==> config.mk <==
export PLATFORM = sky130hd
export DESIGN_NAME = mem_access_stage
export DESIGN_NICKNAME = d
export VERILOG_FILES = /design/src/rtl/mips_pkg.sv /design/src/rtl/mem_access_stage_load_align.sv /design/src/rtl/mem_access_stage.sv
export SDC_FILE = /design/constraint.sdc
export NUM_CORES = 1
export LEC_CHECK = 0
export ABC_CLOCK_PERIOD_IN_PS = 1500
export BUFFER_PORTS_ARGS = -buffer_cell sky130_fd_sc_hd__buf_2
export CAP_MARGIN = 20
export CELL_PAD_IN_SITES_DETAIL_PLACEMENT = 1
export CELL_PAD_IN_SITES_GLOBAL_PLACEMENT = 1
export CORE_UTILIZATION = 25
export CTS_CLUSTER_DIAMETER = 120
export DETAILED_ROUTE_END_ITERATION = 6
export HOLD_SLACK_MARGIN = 0.15
export PLACE_DENSITY = 0.65
export SYNTH_ARGS = -nofsm -noshare
export SYNTH_HDL_FRONTEND = slang
export SYNTH_SLANG_ARGS = --single-unit
==> constraint.sdc <==
create_clock -name clk -period 1.5 [get_ports clk]
set_input_delay 0.15 -clock clk [delete_from_list [all_inputs] [get_ports clk]]
set_output_delay 0.15 -clock clk [all_outputs]
set_load 0.1 [all_outputs]
==> src/rtl/mips_pkg.sv <==
// Shared MEM-stage definitions: access-size codes, stage FSM states, MEM/WB payload,
// and the byte-enable / write-data lane helpers.
package mips_pkg;

  localparam logic [1:0] MEM_BYTE = 2'b00;
  localparam logic [1:0] MEM_HALF = 2'b01;
  localparam logic [1:0] MEM_WORD = 2'b10;

  typedef enum logic {
    IDLE = 1'b0,
    BUSY = 1'b1
  } state_t;

  typedef struct packed {
    logic        vld;
    logic        mem_to_reg;
    logic        data_c;
    logic        reg_write;
    logic [4:0]  write_reg;
    logic [31:0] alu_result;
    logic [31:0] read_data_mem;
    logic [31:0] pc_adder;
  } wb_t;

  // Size code 11 falls into the word lane pattern.
  function automatic logic [3:0] mem_be(input logic [1:0] size, input logic [1:0] addr_lo);
    case (size)
      MEM_BYTE: return 4'b0001 << addr_lo;
      MEM_HALF: return addr_lo[1] ? 4'b1100 : 4'b0011;
      default:  return 4'b1111;
    endcase
  endfunction

  function automatic logic [31:0] mem_wdata(input logic [1:0] size, input logic [31:0] data);
    case (size)
      MEM_BYTE: return {4{data[7:0]}};
      MEM_HALF: return {2{data[15:0]}};
      default:  return data;
    endcase
  endfunction

endpackage

==> src/rtl/mem_access_stage_load_align.sv <==
// Load data lane select and sign/zero extension; purely combinational, 0 cycles,
// no flow control of its own.
module load_align
  import mips_pkg::*;
(
  input  logic [31:0] rdata,
  input  logic [1:0]  addr_lo,
  input  logic [1:0]  size,
  input  logic        load_unsigned,
  output logic [31:0] result
);

  logic [7:0]  byte_dat;
  logic [15:0] half_dat;

  always_comb begin
    byte_dat = rdata[7:0];
    case (addr_lo)
      2'b00:   byte_dat = rdata[7:0];
      2'b01:   byte_dat = rdata[15:8];
      2'b10:   byte_dat = rdata[23:16];
      default: byte_dat = rdata[31:24];
    endcase
    half_dat = addr_lo[1] ? rdata[31:16] : rdata[15:0];

    case (size)
      MEM_BYTE: result = {{24{byte_dat[7]  & ~load_unsigned}}, byte_dat};
      MEM_HALF: result = {{16{half_dat[15] & ~load_unsigned}}, half_dat};
      default:  result = rdata;
    endcase
  end

endmodule

==> src/rtl/mem_access_stage.sv <==
// MIPS MEM stage: EX/MEM -> MEM/WB in 1 edge, memory ops 2+ edges (one per ack wait);
// stalls upstream while an access is outstanding. Optional MEM_MISALIGN_TRAP_EN flags misaligned half/word.
module mem_access_stage
  import mips_pkg::*;
(
  input  logic        clk,
  input  logic        rst,
  input  logic        ex_valid,
  input  logic [31:0] ex_alu_result,
  input  logic [31:0] ex_store_data,
  input  logic [31:0] ex_pc_adder,
  input  logic        ex_mem_read,
  input  logic        ex_mem_write,
  input  logic [1:0]  ex_mem_size,
  input  logic        ex_mem_unsigned,
  input  logic        ex_MemtoReg,
  input  logic        ex_DataC,
  input  logic        ex_reg_write,
  input  logic [4:0]  ex_write_reg,
  output logic        dmem_req,
  output logic        dmem_we,
  output logic [31:0] dmem_addr,
  output logic [3:0]  dmem_be,
  output logic [31:0] dmem_wdata,
  input  logic [31:0] dmem_rdata,
  input  logic        dmem_ack,
  output logic        mem_stall,
  output logic        wb_valid,
  output logic        wb_MemtoReg,
  output logic        wb_DataC,
  output logic        wb_reg_write,
  output logic [31:0] wb_alu_result,
  output logic [31:0] wb_read_data_mem,
  output logic [31:0] wb_pc_adder,
  output logic [4:0]  wb_write_reg,
  output logic        misalign
);

  state_t      state;
  wb_t         wb_q;
  wb_t         req_wb;
  logic [1:0]  req_size;
  logic        req_uns;
  logic        req_we;
  logic [3:0]  req_be;
  logic [31:0] req_wdata;

  wb_t         ex_wb;
  wb_t         ack_wb;
  logic [31:0] load_dat;
  logic        mem_op;
  logic        misaligned;
  logic        busy;

  assign busy   = (state == BUSY);
  assign mem_op = ex_valid & (ex_mem_read | ex_mem_write);

`ifdef MEM_MISALIGN_TRAP_EN
  assign misaligned = mem_op &
                      (((ex_mem_size == MEM_HALF) & ex_alu_result[0]) |
                       (ex_mem_size[1] & (|ex_alu_result[1:0])));
`else
  assign misaligned = 1'b0;
`endif

  always_comb begin
    ex_wb               = '0;
    ex_wb.vld           = ex_valid;
    ex_wb.mem_to_reg    = ex_MemtoReg;
    ex_wb.data_c        = ex_DataC;
    ex_wb.reg_write     = ex_reg_write;
    ex_wb.write_reg     = ex_write_reg;
    ex_wb.alu_result    = ex_alu_result;
    ex_wb.pc_adder      = ex_pc_adder;

    ack_wb               = req_wb;
    ack_wb.read_data_mem = req_we ? 32'h0 : load_dat;
  end

  load_align u_load_align (
    .rdata         (dmem_rdata),
    .addr_lo       (req_wb.alu_result[1:0]),
    .size          (req_size),
    .load_unsigned (req_uns),
    .result        (load_dat)
  );

  always_ff @(posedge clk) begin
    if (rst) begin
      state     <= IDLE;
      wb_q      <= '0;
      req_wb    <= '0;
      req_size  <= MEM_BYTE;
      req_uns   <= 1'b0;
      req_we    <= 1'b0;
      req_be    <= 4'h0;
      req_wdata <= 32'h0;
    end else if (!busy) begin
      if (mem_op && !misaligned) begin
        req_wb    <= ex_wb;
        req_size  <= ex_mem_size;
        req_uns   <= ex_mem_unsigned;
        req_we    <= ex_mem_write;
        req_be    <= mem_be(ex_mem_size, ex_alu_result[1:0]);
        req_wdata <= mem_wdata(ex_mem_size, ex_store_data);
        state     <= BUSY;
        wb_q      <= '0;
      end else if (mem_op) begin
        wb_q <= '0;
      end else begin
        wb_q <= ex_wb;
      end
    end else if (dmem_ack) begin
      wb_q  <= ack_wb;
      state <= IDLE;
    end else begin
      wb_q <= '0;
    end
  end

`ifdef MEM_MISALIGN_TRAP_EN
  logic misalign_q;
  always_ff @(posedge clk) begin
    if (rst) misalign_q <= 1'b0;
    else     misalign_q <= !busy && misaligned;
  end
  assign misalign = misalign_q;
`else
  assign misalign = 1'b0;
`endif

  assign dmem_req   = busy;
  assign dmem_we    = busy & req_we;
  assign dmem_addr  = {req_wb.alu_result[31:2], 2'b00};
  assign dmem_be    = req_be;
  assign dmem_wdata = req_wdata;

  assign mem_stall  = (!busy && mem_op && !misaligned) || (busy && !dmem_ack);

  assign wb_valid         = wb_q.vld;
  assign wb_MemtoReg      = wb_q.mem_to_reg;
  assign wb_DataC         = wb_q.data_c;
  assign wb_reg_write     = wb_q.reg_write;
  assign wb_write_reg     = wb_q.write_reg;
  assign wb_alu_result    = wb_q.alu_result;
  assign wb_read_data_mem = wb_q.read_data_mem;
  assign wb_pc_adder      = wb_q.pc_adder;

endmodule

## Word-level counts from Yosys, hierarchy flattened

Index checks and enable logic that the tools add are counted.

- Memories: 0
- Register bits after elaboration: 219
- Bits in latches: 0
- Input bits: 145
- RAM bits: 0
- Output and inout bits: 177
- Memory bits (read-only): 0
- Word-level logic and storage cells: 55

- Eq/ne operators: 4
- Shift operators: 1
- Reductions and logical operators: 9
- Bitwise operators: 7
- Multiplexer cells: 13
- $mul: 0
- $add $sub $neg: 0
- Div/mod/pow operators: 0
- Magnitude comparators: 0

Operator list:

| cell | count |
|---|---|
| two-way mux 105 bit | 3 |
| one-hot mux 32 bit (2 select lines) | 2 |
| two-way mux 32 bit | 1 |
| one-hot mux 8 bit (3 select lines) | 1 |
| two-way mux 16 bit | 1 |
| one-hot mux 4 bit (2 select lines) | 1 |
| equality test 2 x 1 -> 1 bit (second input constant) | 3 |
| zero test 2 bit | 3 |
| bitwise AND 1 bit | 4 |
| two-way mux 4 bit | 1 |
| << shifter 1 x 2 -> 4 bit (first input constant) | 1 |
| two-way mux 1 bit | 3 |
| equality test 2 bit (second input constant) | 1 |
| logical AND 1 bit | 2 |
| zero test 1 bit | 2 |
| NOT 1 bit | 2 |
| AND reduction 2 bit | 1 |
| logical OR 1 bit | 1 |
| bitwise OR 1 bit | 1 |

## Longest topological paths before layout

Gate-level depths: netlist (run 1).

- Word-level depth: 7
- Depth in mapped cells: 7
- Gate-level depth less buffers: 4

## By module

From an unflattened synthesis (run 1), not the netlist that was laid out.

- Cell total of the unflattened synthesis: 939
- Area, all modules: 8811.0 um^2

Modules (own cells, without submodules):

| module | cells each | times used | area an instance (um^2) | sequential area each (um^2) |
|---|---|---|---|---|
| mem_access_stage | 824 | 1 | 7965.1 | 4384.2 |
| load_align | 115 | 1 | 845.8 | 0.0 |

## Worst setup path before layout (run 1)

No wires, ideal clock.

- Kind: reg2reg
- Start point: reg state (netlist: dmem_req)
- End point: reg state (netlist: dmem_req)
- Path slack: -2.131 ns
- Cell stages (with the launch flop): 4
- Path buffers: 0
- Clock period less this slack: 3.631 ns
- Library setup time: 0.075 ns
- Arrival time: 3.557 ns
- Required time: 1.425 ns
- Cell sequence: dfxtp_1 inv_1 o21ai_0 nor2b_1

- Word-level cells in the longest chain between the ends: 1

RTL lines:

| item | line | source |
|---|---|---|
| from (decl) | mem_access_stage.sv:39 | `state_t state;` |
| from (signal assigned) | mem_access_stage.sv:90 | `state <= IDLE;` |
| from (signal assigned) | mem_access_stage.sv:106 | `state <= BUSY;` |
| from (signal assigned) | mem_access_stage.sv:115 | `state <= IDLE;` |
| two-way mux 1 bit | mem_access_stage.sv:98 | `end else if (!busy) begin` |

Every way passes these cells.
A chain may end at the register's enable or synchronous reset.

## Worst setup path after layout (run 1)

- Start point: reg state (netlist: dmem_req)
- End point: out mem_stall

- Word-level cells in the longest chain between the ends: 3
- Elaborated cells between the ends (all ways): 4
- Those cells by class: reduce/logical: 4

RTL lines:

| item | line | source |
|---|---|---|
| zero test 1 bit | mem_access_stage.sv:138 | `assign mem_stall = (!busy && mem_op && !misaligned) \|\| (busy && !dmem_ack);` |
| logical AND 1 bit | mem_access_stage.sv:138 |  |
| logical OR 1 bit * | mem_access_stage.sv:138 |  |
| to (decl) | mem_access_stage.sv:27 | `output logic mem_stall,` |

Every way passes the cells marked *; elsewhere a longest branch is shown, timed or not.

==> flow_summary.json, run 1 <==
{
  "ys.flop_type": "dfxtp_1",
  "std_cell_rows": 65,
  "tritoncts": "yes",
  "cp_max_fo": 4,
  "clk-insertion-delay-late_ns": 0.52,
  "synthCells": 887,
  "rsz0062_at_grt": "yes",
  "min_period_ns": 1.70,
  "hold_viol_final": 0,
  "synthSimpleGateAreaFrac_pct": 14.2,
  "clock_tree.root_cell": "clkbuf_16",
  "initial_utilization_pct": 25.6,
  "synth_top_family_by_area": "compound AO/OA/AOI/OAI gates",
  "powerDensity_nw_per_um2": 1280,
  "p_leak_nw": 6.02,
  "port_buffers": 318,
  "p_total_mw": 17.4,
  "synth_area_per_cell_sq_um": 9.14,
  "fill_cells": 3609,
  "synthAdderAreaFrac_pct": 0,
  "worstHoldPathType": "in -> reg",
  "drt_pre_antenna_iters": 4,
  "synth_mux_area_share_pct": 2.22,
  "status": "complete, but fails checks",
  "ys_ff_latch": 219,
  "coreArea_sq_um": 31700,
  "cp.arrival_ns": 1.55,
  "cts_sinks": 219,
  "dp_hpwl_mm": 19.8,
  "synthArstFlopShare_pct": 0,
  "path_clk_slew_ns": 0.06,
  "place_congestion": 0.779,
  "cp.required_ns": 1.35,
  "critPathTopFamily": "buffers and inverters",
  "layout-drive-gt1-share_pct": 39.3,
  "grt_overflow": 0,
  "antenna_found_initial": 2,
  "violations": "negative setup slack",
  "synth_edf_count": 0,
  "routed_via_density": 4.69,
  "clockBufferDepth": 3,
  "largest_reg_flops": 43,
  "ys_top_cells_by_count": "219 x dfxtp_1, 210 x nand2_1, 102 x a21oi_1, 73 x a22o_1, 41 x nor2_1",
  "drt-total-wl_mm": 32.6,
  "initialDrtViolationCount": 292,
  "synth_area_leader_cell": "dfxtp_1",
  "synth_compound_area_share_pct": 21.9,
  "critical_path_class": "reg -> out",
  "worst-path-buf-inv": 3,
  "ios": 322,
  "grt_max_degree": 58,
  "via_count": 8324,
  "fin_nets": 1496,
  "wl_per_cell_um": 18.4,
  "report.final.slew_viol_count": 0,
  "synth.most_common_cell": "dfxtp_1",
  "die-height_um": 182,
  "startpoint_type": "flip-flop",
  "die_w_um": 182,
  "fin_ws_ns": -0.203,
  "synthTopCellsByArea": "dfxtp_1 54%, nand2_1 9.7%, a22o_1 7.9%, a21oi_1 6.3%, buf_4 3.2%",
  "vdd_drop_max_v": 0.000795,
  "yosysWarnings": 0,
  "drv_cap": 0,
  "critPathMaxStageDelay_ns": 0.36,
  "fin_area_sq_um": 13600,
  "synth_xor_area_share_pct": 0,
  "ys_seq_area_share_pct": 54.1,
  "placedInstanceArea_sq_um": 10200,
  "final.setup.tns_ns": -4.42,
  "synth_top_area_share_pct": 54.1,
  "cts_inserted_buffers": 26,
  "slew_headroom_pct": 42.4,
  "ant_nets": 0,
  "drt_drc_violations_left": 0,
  "grt_pass1_wl_mm": 47.0,
  "htreeDepth": 1,
  "ys_types": 34,
  "path_cells": "nor2b_4 -> buf_6 -> o21ai_4 -> buf_12 -> o21ai_4 -> buf_12",
  "tightestPinTransition_ns": 0.864,
  "fmax_mhz": 587,
  "netlist_area_sq_um": 8110,
  "skew_ns": 0.0121,
  "area_growth_pct": 67.7,
  "grt_use_total_pct": 17.7,
  "die-area_sq_um": 33200,
  "endpoint_kind": "primary output",
  "grt_pass1_vias": 8605,
  "period_share_pct": 114,
  "setup_violations": 73,
  "slowest_stage": "dfxtp_4"
}
[area by class of cell]
cell class | count | area (sq um) | area share [%]
clock buffers | 39 | 791 | 5.81
inverters | 11 | 41.3 | 0.304
repair buffers | 536 | 4220 | 31.0
multi-input cells | 557 | 3540 | 26.0
clock inverters | 8 | 115 | 0.846
flip-flops and latches | 219 | 4390 | 32.3
well taps | 402 | 503 | 3.70
diodes | 2 | 5.00 | 0.0368
[layer usage]
| layer | vias to the layer above | part of all wire, % | GRT usage (%) |
|---|---|---|---|
| met1 | 4036 | 42 | 21.0 |
| met5 | - | 0 | 0 |
| met4 | 0 | 2.3 | 5.31 |
| met3 | 60 | 5.8 | 3.73 |
| met2 | 277 | 50 | 31.9 |
| li1 | 3951 | - | - |
[final timing paths]
path	from	end	slack, ns	cells past startpoint
worst max register to register	dmem_req	dmem_addr[30]	-0.16	10
worst min-delay path	ex_mem_size[0]	dmem_wdata[15]	0.19	3
worst max-delay path	dmem_req	mem_stall	-0.20	6
worst min register to register	ack_wb[102]	ack_wb[102]	0.45	2
[worst register-to-register path, cell delays in order, from the launching register on]
cell and delay (ns):
dfxtp_4 0.36, nor2b_4 0.12, buf_4 0.11, buf_4 0.09, nor2b_4 0.16, buf_12 0.15
buf_6 0.10, buf_8 0.12, buf_16 0.13, nand2_1 0.10, a21oi_2 0.15
[cell families (layout without fill, tap and decap cells)]
kind of cell | after synthesis | count (layout)
AO/OA/AOI/OAI | 252 | 252
flip-flops | 219 | 219
other | 1 | 5
multiplexers | 18 | 18
buffers and inverters | 113 | 594
AND/OR/NAND/NOR | 284 | 284
[power breakdown]
part | internal, mW | switching, mW
clock | 4.13 | 2.51
combinational | 1.35 | 3.08
sequential | 6.15 | 0.167
[metrics by stage]
stage,hold WS [ns],instances,worst slack (ns),util (%)
final,0.185,1774,-0.203,42.9
after global routing,0.188,1774,-0.267,42.9
after CTS,0.139,1745,-0.229,40.0
after detailed placement,0.380,1547,-0.156,32.1
after global placement,0.374,1547,-0.0770,32.1
after floorplan,0.276,889,-0.0105,-
[what timing repair did]
action | CTS | global route
hold endpoints to repair | 217 | 0
pin swaps | 3 | 26
endpoints found under the setup margin | 35 | 72
hold buffers | 143 | 0
buffers inserted | 7 | 17
cloned | 1 | 11
gates resized for setup | 27 | 138
[cells in the final DEF (no fill, tap or decap), types with 8 or more instances in the layout]
cell type	n
a21oi_1	60
a21oi_2	45
a221oi_2	8
a22o_1	73
buf_12	16
buf_2	272
buf_4	45
buf_6	12
clkbuf_16	37
clkbuf_4	31
dfxtp_1	217
dlygate4sd3_1	143
inv_1	11
mux2i_1	16
nand2_1	192
nand2_2	14
nor2_1	37
nor2b_1	10
o21ai_0	22
No activity file was read; power rests on OpenSTA's default activity.
==> run 2, diff against run 1 <==
--- a/config.mk
+++ b/config.mk
@@ -8,13 +8,14 @@
 export ABC_CLOCK_PERIOD_IN_PS = 1500
 export BUFFER_PORTS_ARGS = -buffer_cell sky130_fd_sc_hd__buf_2
 export CAP_MARGIN = 20
-export CELL_PAD_IN_SITES_DETAIL_PLACEMENT = 1
-export CELL_PAD_IN_SITES_GLOBAL_PLACEMENT = 1
+export CELL_PAD_IN_SITES_DETAIL_PLACEMENT = 2
+export CELL_PAD_IN_SITES_GLOBAL_PLACEMENT = 2
+export CORE_MARGIN = 5
 export CORE_UTILIZATION = 25
 export CTS_CLUSTER_DIAMETER = 120
 export DETAILED_ROUTE_END_ITERATION = 6
 export HOLD_SLACK_MARGIN = 0.15
-export PLACE_DENSITY = 0.65
+export PLACE_DENSITY = 0.79
 export SYNTH_ARGS = -nofsm -noshare
 export SYNTH_HDL_FRONTEND = slang
 export SYNTH_SLANG_ARGS = --single-unit
==> flow_summary.json, run 2 (synthesis gave the netlist of run 1 again) <==
{
  "grt_max_degree": 56,
  "std_cell_rows": 66,
  "grt_overflow": 0,
  "slew_headroom_pct": 62.3,
  "cp_max_fo": 4,
  "via_count": 8728,
  "wl_met2_mm": 24.0,
  "hold_viol_final": 0,
  "die-height_um": 190,
  "report.final.slew_viol_count": 0,
  "cp.arrival_ns": 1.59,
  "fill_cells": 3364,
  "ios": 322,
  "place_congestion": 0.812,
  "p_total_mw": 17.3,
  "cp.required_ns": 1.35,
  "min_period_ns": 1.74,
  "drv_cap": 0,
  "rsz0062_at_grt": "yes",
  "hold_path.startpoint": "ex_mem_size[1]",
  "utilization_pct": 42.8,
  "dp_slack_ns": -0.221,
  "coreArea_sq_um": 32300,
  "clk-insertion-delay-late_ns": 0.52,
  "initial_utilization_pct": 25.1,
  "ant_nets": 0,
  "area_growth_pct": 70.5,
  "endpoint_kind": "primary output",
  "drt_drc_violations_left": 0,
  "final_common_cell": "buf_2",
  "drt_pre_antenna_iters": 4,
  "grt_pass1_wl_mm": 59.8,
  "met1_length_mm": 16.2,
  "final.setup.tns_ns": -7.45,
  "setup_violations": 105,
  "tritoncts": "yes",
  "grt_pass1_vias": 9852,
  "path_clk_slew_ns": 0.07,
  "layout-drive-gt1-share_pct": 42.6,
  "htreeDepth": 1,
  "skew_ns": 0.00936,
  "fin_nets": 1500,
  "critical_path_class": "reg -> out",
  "period_share_pct": 116,
  "stdcell_count": 1816,
  "powerDensity_nw_per_um2": 1250,
  "routed_via_density": 4.81,
  "startpoint": "dmem_req",
  "fin_ws_ns": -0.239,
  "worstHoldPathType": "in -> reg",
  "die_w_um": 190,
  "grt_use_total_pct": 21.1,
  "initialDrtViolationCount": 271,
  "status": "complete, but fails checks",
  "hold_ws_ns": 0.215,
  "cts_inserted_buffers": 25,
  "clockBufferDepth": 3,
  "largest_reg_flops": 43,
  "reg2reg_setup_slack_ns": -0.17,
  "dp_hpwl_mm": 23.3,
  "fin_area_sq_um": 13800,
  "vdd_drop_max_v": 0.000717,
  "tightestPinTransition_ns": 0.566,
  "violations": "negative setup slack",
  "antenna_found_initial": 4,
  "placedInstanceArea_sq_um": 10200,
  "wl_per_cell_um": 24.5,
  "layout_common_cells": "264 x buf_2, 215 x dfxtp_1, 176 x nand2_1, 142 x dlygate4sd3_1, 73 x a22o_1",
  "dp.cells": 1583,
  "startpoint_type": "flip-flop",
  "fmax_mhz": 575,
  "met3_length_mm": 2.59,
  "p_leak_nw": 6.00,
  "clock_tree.root_cell": "clkbuf_16",
  "worstReg2RegStart": "dmem_req",
  "top_layer": "met4",
  "port_buffers": 318,
  "die-area_sq_um": 36100,
  "cts_sinks": 219,
  "drt-total-wl_mm": 44.6
}
-- run 2: changes by cell type in the layout (fill, tap and decap cells not counted), sizes merged --
cell,previous run,this run
buf,351,357
bufinv,3,2
diode,2,4
clkbuf,80,78
dlygate4sd3,143,142
clkinv,5,3
-- run 2: final cells by class --
cell class | instances | area, sq um | area share (%)
repair buffers | 541 | 4330 | 31.3
clock buffers | 37 | 721 | 5.21
flip-flops and latches | 219 | 4390 | 31.8
clock inverters | 5 | 75.1 | 0.543
well taps | 442 | 553 | 4.00
inverters | 11 | 41.3 | 0.299
multi-input cells | 557 | 3700 | 26.8
diodes | 4 | 10.0 | 0.0724
-- run 2: timing repair --
item / CTS / global route
pin swaps: 2 / 39
buffers inserted: 7 / 25
hold buffers: 142 / 0
gates resized for setup: 40 / 200
hold endpoints to repair: 218 / 0
endpoints found under the setup margin: 62 / 154
gates cloned: 1 / 14
-- run 2: per-layer routing --
metal | vias to the layer above | GRT usage [%]
met5 | - | 0
met4 | 0 | 7.60
met3 | 104 | 4.50
met2 | 329 | 40.9
met1 | 4348 | 22.2
li1 | 3947 | -
-- run 2: critical path, stage by stage (launching register included) --
cell     delay [ns]
dfxtp_4        0.36
nor2b_4        0.12
buf_6          0.11
o21ai_4        0.06
buf_12         0.13
o21ai_4        0.07
buf_12         0.20
-- run 2: final timing paths --
check / endpoint / depth (start not counted)
worst max-delay path: mem_stall / 6
worst min register to register: ack_wb[5] / 2
worst min-delay path: dmem_wdata[15] / 5
worst max register to register: dmem_wdata[22] / 8
-- run 2: where the power goes --
group          switching (mW)  internal [mW]  total [mW]  leakage (nW)
Sequential              0.206           6.14        6.35          1.80
Clock                    2.59           3.64        6.22         0.392
Combinational            3.30           1.40        4.70          3.81
Total                    6.09           11.2        17.3          6.00
==> run 3, diff against run 2 <==
--- a/config.mk
+++ b/config.mk
@@ -14,8 +14,9 @@
 export CORE_UTILIZATION = 25
 export CTS_CLUSTER_DIAMETER = 120
 export DETAILED_ROUTE_END_ITERATION = 6
+export GPL_ROUTABILITY_DRIVEN = 0
 export HOLD_SLACK_MARGIN = 0.15
-export PLACE_DENSITY = 0.79
+export PLACE_DENSITY_LB_ADDON = 0.15
 export SYNTH_ARGS = -nofsm -noshare
 export SYNTH_HDL_FRONTEND = slang
 export SYNTH_SLANG_ARGS = --single-unit
==> flow_summary.json, run 3 (synthesis gave the netlist of run 1 again) <==
{
  "fmax_mhz": 553,
  "rsz0062_at_grt": "yes",
  "use_met3_pct": 4.73,
  "antenna_found_initial": 4,
  "worstHoldPathType": "in -> reg",
  "via_count": 8479,
  "violations": "negative setup slack",
  "dp_hpwl_mm": 21.9,
  "wl_per_cell_um": 20.2,
  "grt_pass1_vias": 9437,
  "setup_violations": 113,
  "endpoint_kind": "primary output",
  "grt_overflow": 0,
  "drt_pre_antenna_iters": 4,
  "tightestPinTransition_ns": 0.570,
  "grt_pass1_wl_mm": 54.8,
  "grt_use_met2_pct": 33.8,
  "startpoint_type": "flip-flop",
  "fin_nets": 1516,
  "initial_utilization_pct": 25.1,
  "grt_max_degree": 68,
  "dp_slack_ns": -0.189,
  "port_buffers": 318,
  "multiInputGateArea_sq_um": 3520,
  "reg2reg_setup_slack_ns": -0.27,
  "fill_cells": 3404,
  "htreeDepth": 1,
  "p_leak_nw": 6.16,
  "routed_via_density": 4.62,
  "globalRouteMet1Util_pct": 23.3,
  "seq_area_sq_um": 4390,
  "final_common_cell": "buf_2",
  "area_growth_pct": 72.7,
  "cp.required_ns": 1.35,
  "reg2regPathDepth": 11,
  "vdd_drop_max_v": 0.000885,
  "report.final.slew_viol_count": 0,
  "period_share_pct": 121,
  "std_cell_rows": 66,
  "min_period_ns": 1.81,
  "tritoncts": "yes",
  "clk-insertion-delay-late_ns": 0.52,
  "die-height_um": 190,
  "drt-total-wl_mm": 37.1,
  "status": "complete, but fails checks",
  "drv_cap": 0,
  "utilization_pct": 43.4,
  "critical_path_class": "reg -> out",
  "grt.busiest_layer": "met2",
  "cts_inserted_buffers": 27,
  "grt_use_total_pct": 18.9,
  "powerDensity_nw_per_um2": 1270,
  "startpoint": "dmem_req",
  "slew_headroom_pct": 61.9,
  "rr_endpoint": "dmem_addr[25]",
  "clockBufferDepth": 3,
  "cts_sinks": 219,
  "cp_max_fo": 2,
  "ant_nets": 0,
  "hold_viol_final": 0,
  "drt_drc_violations_left": 0,
  "largest_reg_flops": 43,
  "die_w_um": 190,
  "clock_tree.root_cell": "clkbuf_16",
  "layout-drive-gt1-share_pct": 40.8,
  "initialDrtViolationCount": 215,
  "die-area_sq_um": 36100,
  "path_clk_slew_ns": 0.06,
  "ios": 322,
  "skew_ns": 0.00781,
  "worstSetupEndpoint": "mem_stall",
  "worstReg2RegStart": "dmem_req",
  "coreArea_sq_um": 32300,
  "fin_ws_ns": -0.308,
  "cp.arrival_ns": 1.66,
  "layout_common_cells": "257 x buf_2, 216 x dfxtp_1, 181 x nand2_1, 143 x dlygate4sd3_1, 73 x a22o_1"
}
==> run 3: metal layers <==
layer | part of all wire, % | vias up | wire length (um)
li1 | - | 3996 | -
met1 | 42 | 4192 | 15500
met2 | 50 | 250 | 18400
met3 | 7.1 | 39 | 2630
met4 | 1.5 | 2 | 556
met5 | 0.035 | - | 13
==> run 3: timing repair <==
item                                    CTS  global route
hold endpoints to repair                218             9
setup buffers                            35             8
endpoints found under the setup margin  180           235
cloned                                   10             6
pin swaps                                13            34
hold buffers                            143             1
gates resized for setup                  94           116
==> run 3: cell type report <==
| type | count | area share (%) |
|---|---|---|
| flip-flops and latches | 219 | 31.4 |
| clock inverters | 10 | 0.929 |
| well taps | 442 | 3.95 |
| clock buffers | 39 | 5.72 |
| inverters | 11 | 0.295 |
| multi-input cells | 558 | 25.1 |
| repair buffers | 554 | 32.6 |
| diodes | 3 | 0.0536 |
==> run 3: critical path: stages, from the launching register on <==
cell and delay (ns):
dfxtp_4 0.34, buf_6 0.12, nor2b_4 0.11, buf_6 0.11, o21ai_4 0.06, buf_12 0.13, o21ai_4 0.06, buf_12 0.19
==> run 3: metrics by stage <==
step | instances | hold WS [ns] | setup TNS (ns) | power, mW | instance area [sq um]
final | 1836 | 0.170 | -13.43 | 17.7 | 14000
after global routing | 1836 | 0.170 | -24.33 | 18.4 | 14000
after CTS | 1826 | 0.140 | -20.59 | 17.7 | 13500
after detailed placement | 1589 | 0.380 | -10.15 | 10.1 | 10300
after global placement | 1589 | 0.377 | -6.16 | 10.1 | 10300
after floorplan | 889 | 0.276 | -0.0105 | 9.15 | 8140
==> run 3: where the power goes <==
| group | internal [mW] | switching [mW] |
|---|---|---|
| logic | 1.45 | 3.12 |
| clock network | 4.20 | 2.63 |
| registers | 6.15 | 0.177 |
==> run 3: worst min-delay path by stage <==
stage                       endpoint  depth (start not counted)  slack, ns              start
floorplan                   wb_DataC                          1       0.28           ex_DataC
global placement      dmem_wdata[30]                          2       0.38  ex_store_data[30]
detailed placement   wb_write_reg[1]                          2       0.38    ex_write_reg[1]
CTS                         dmem_req                          5       0.14        ex_mem_read
global route        wb_alu_result[1]                          3       0.17                rst
finish              wb_alu_result[3]                          3       0.17                rst
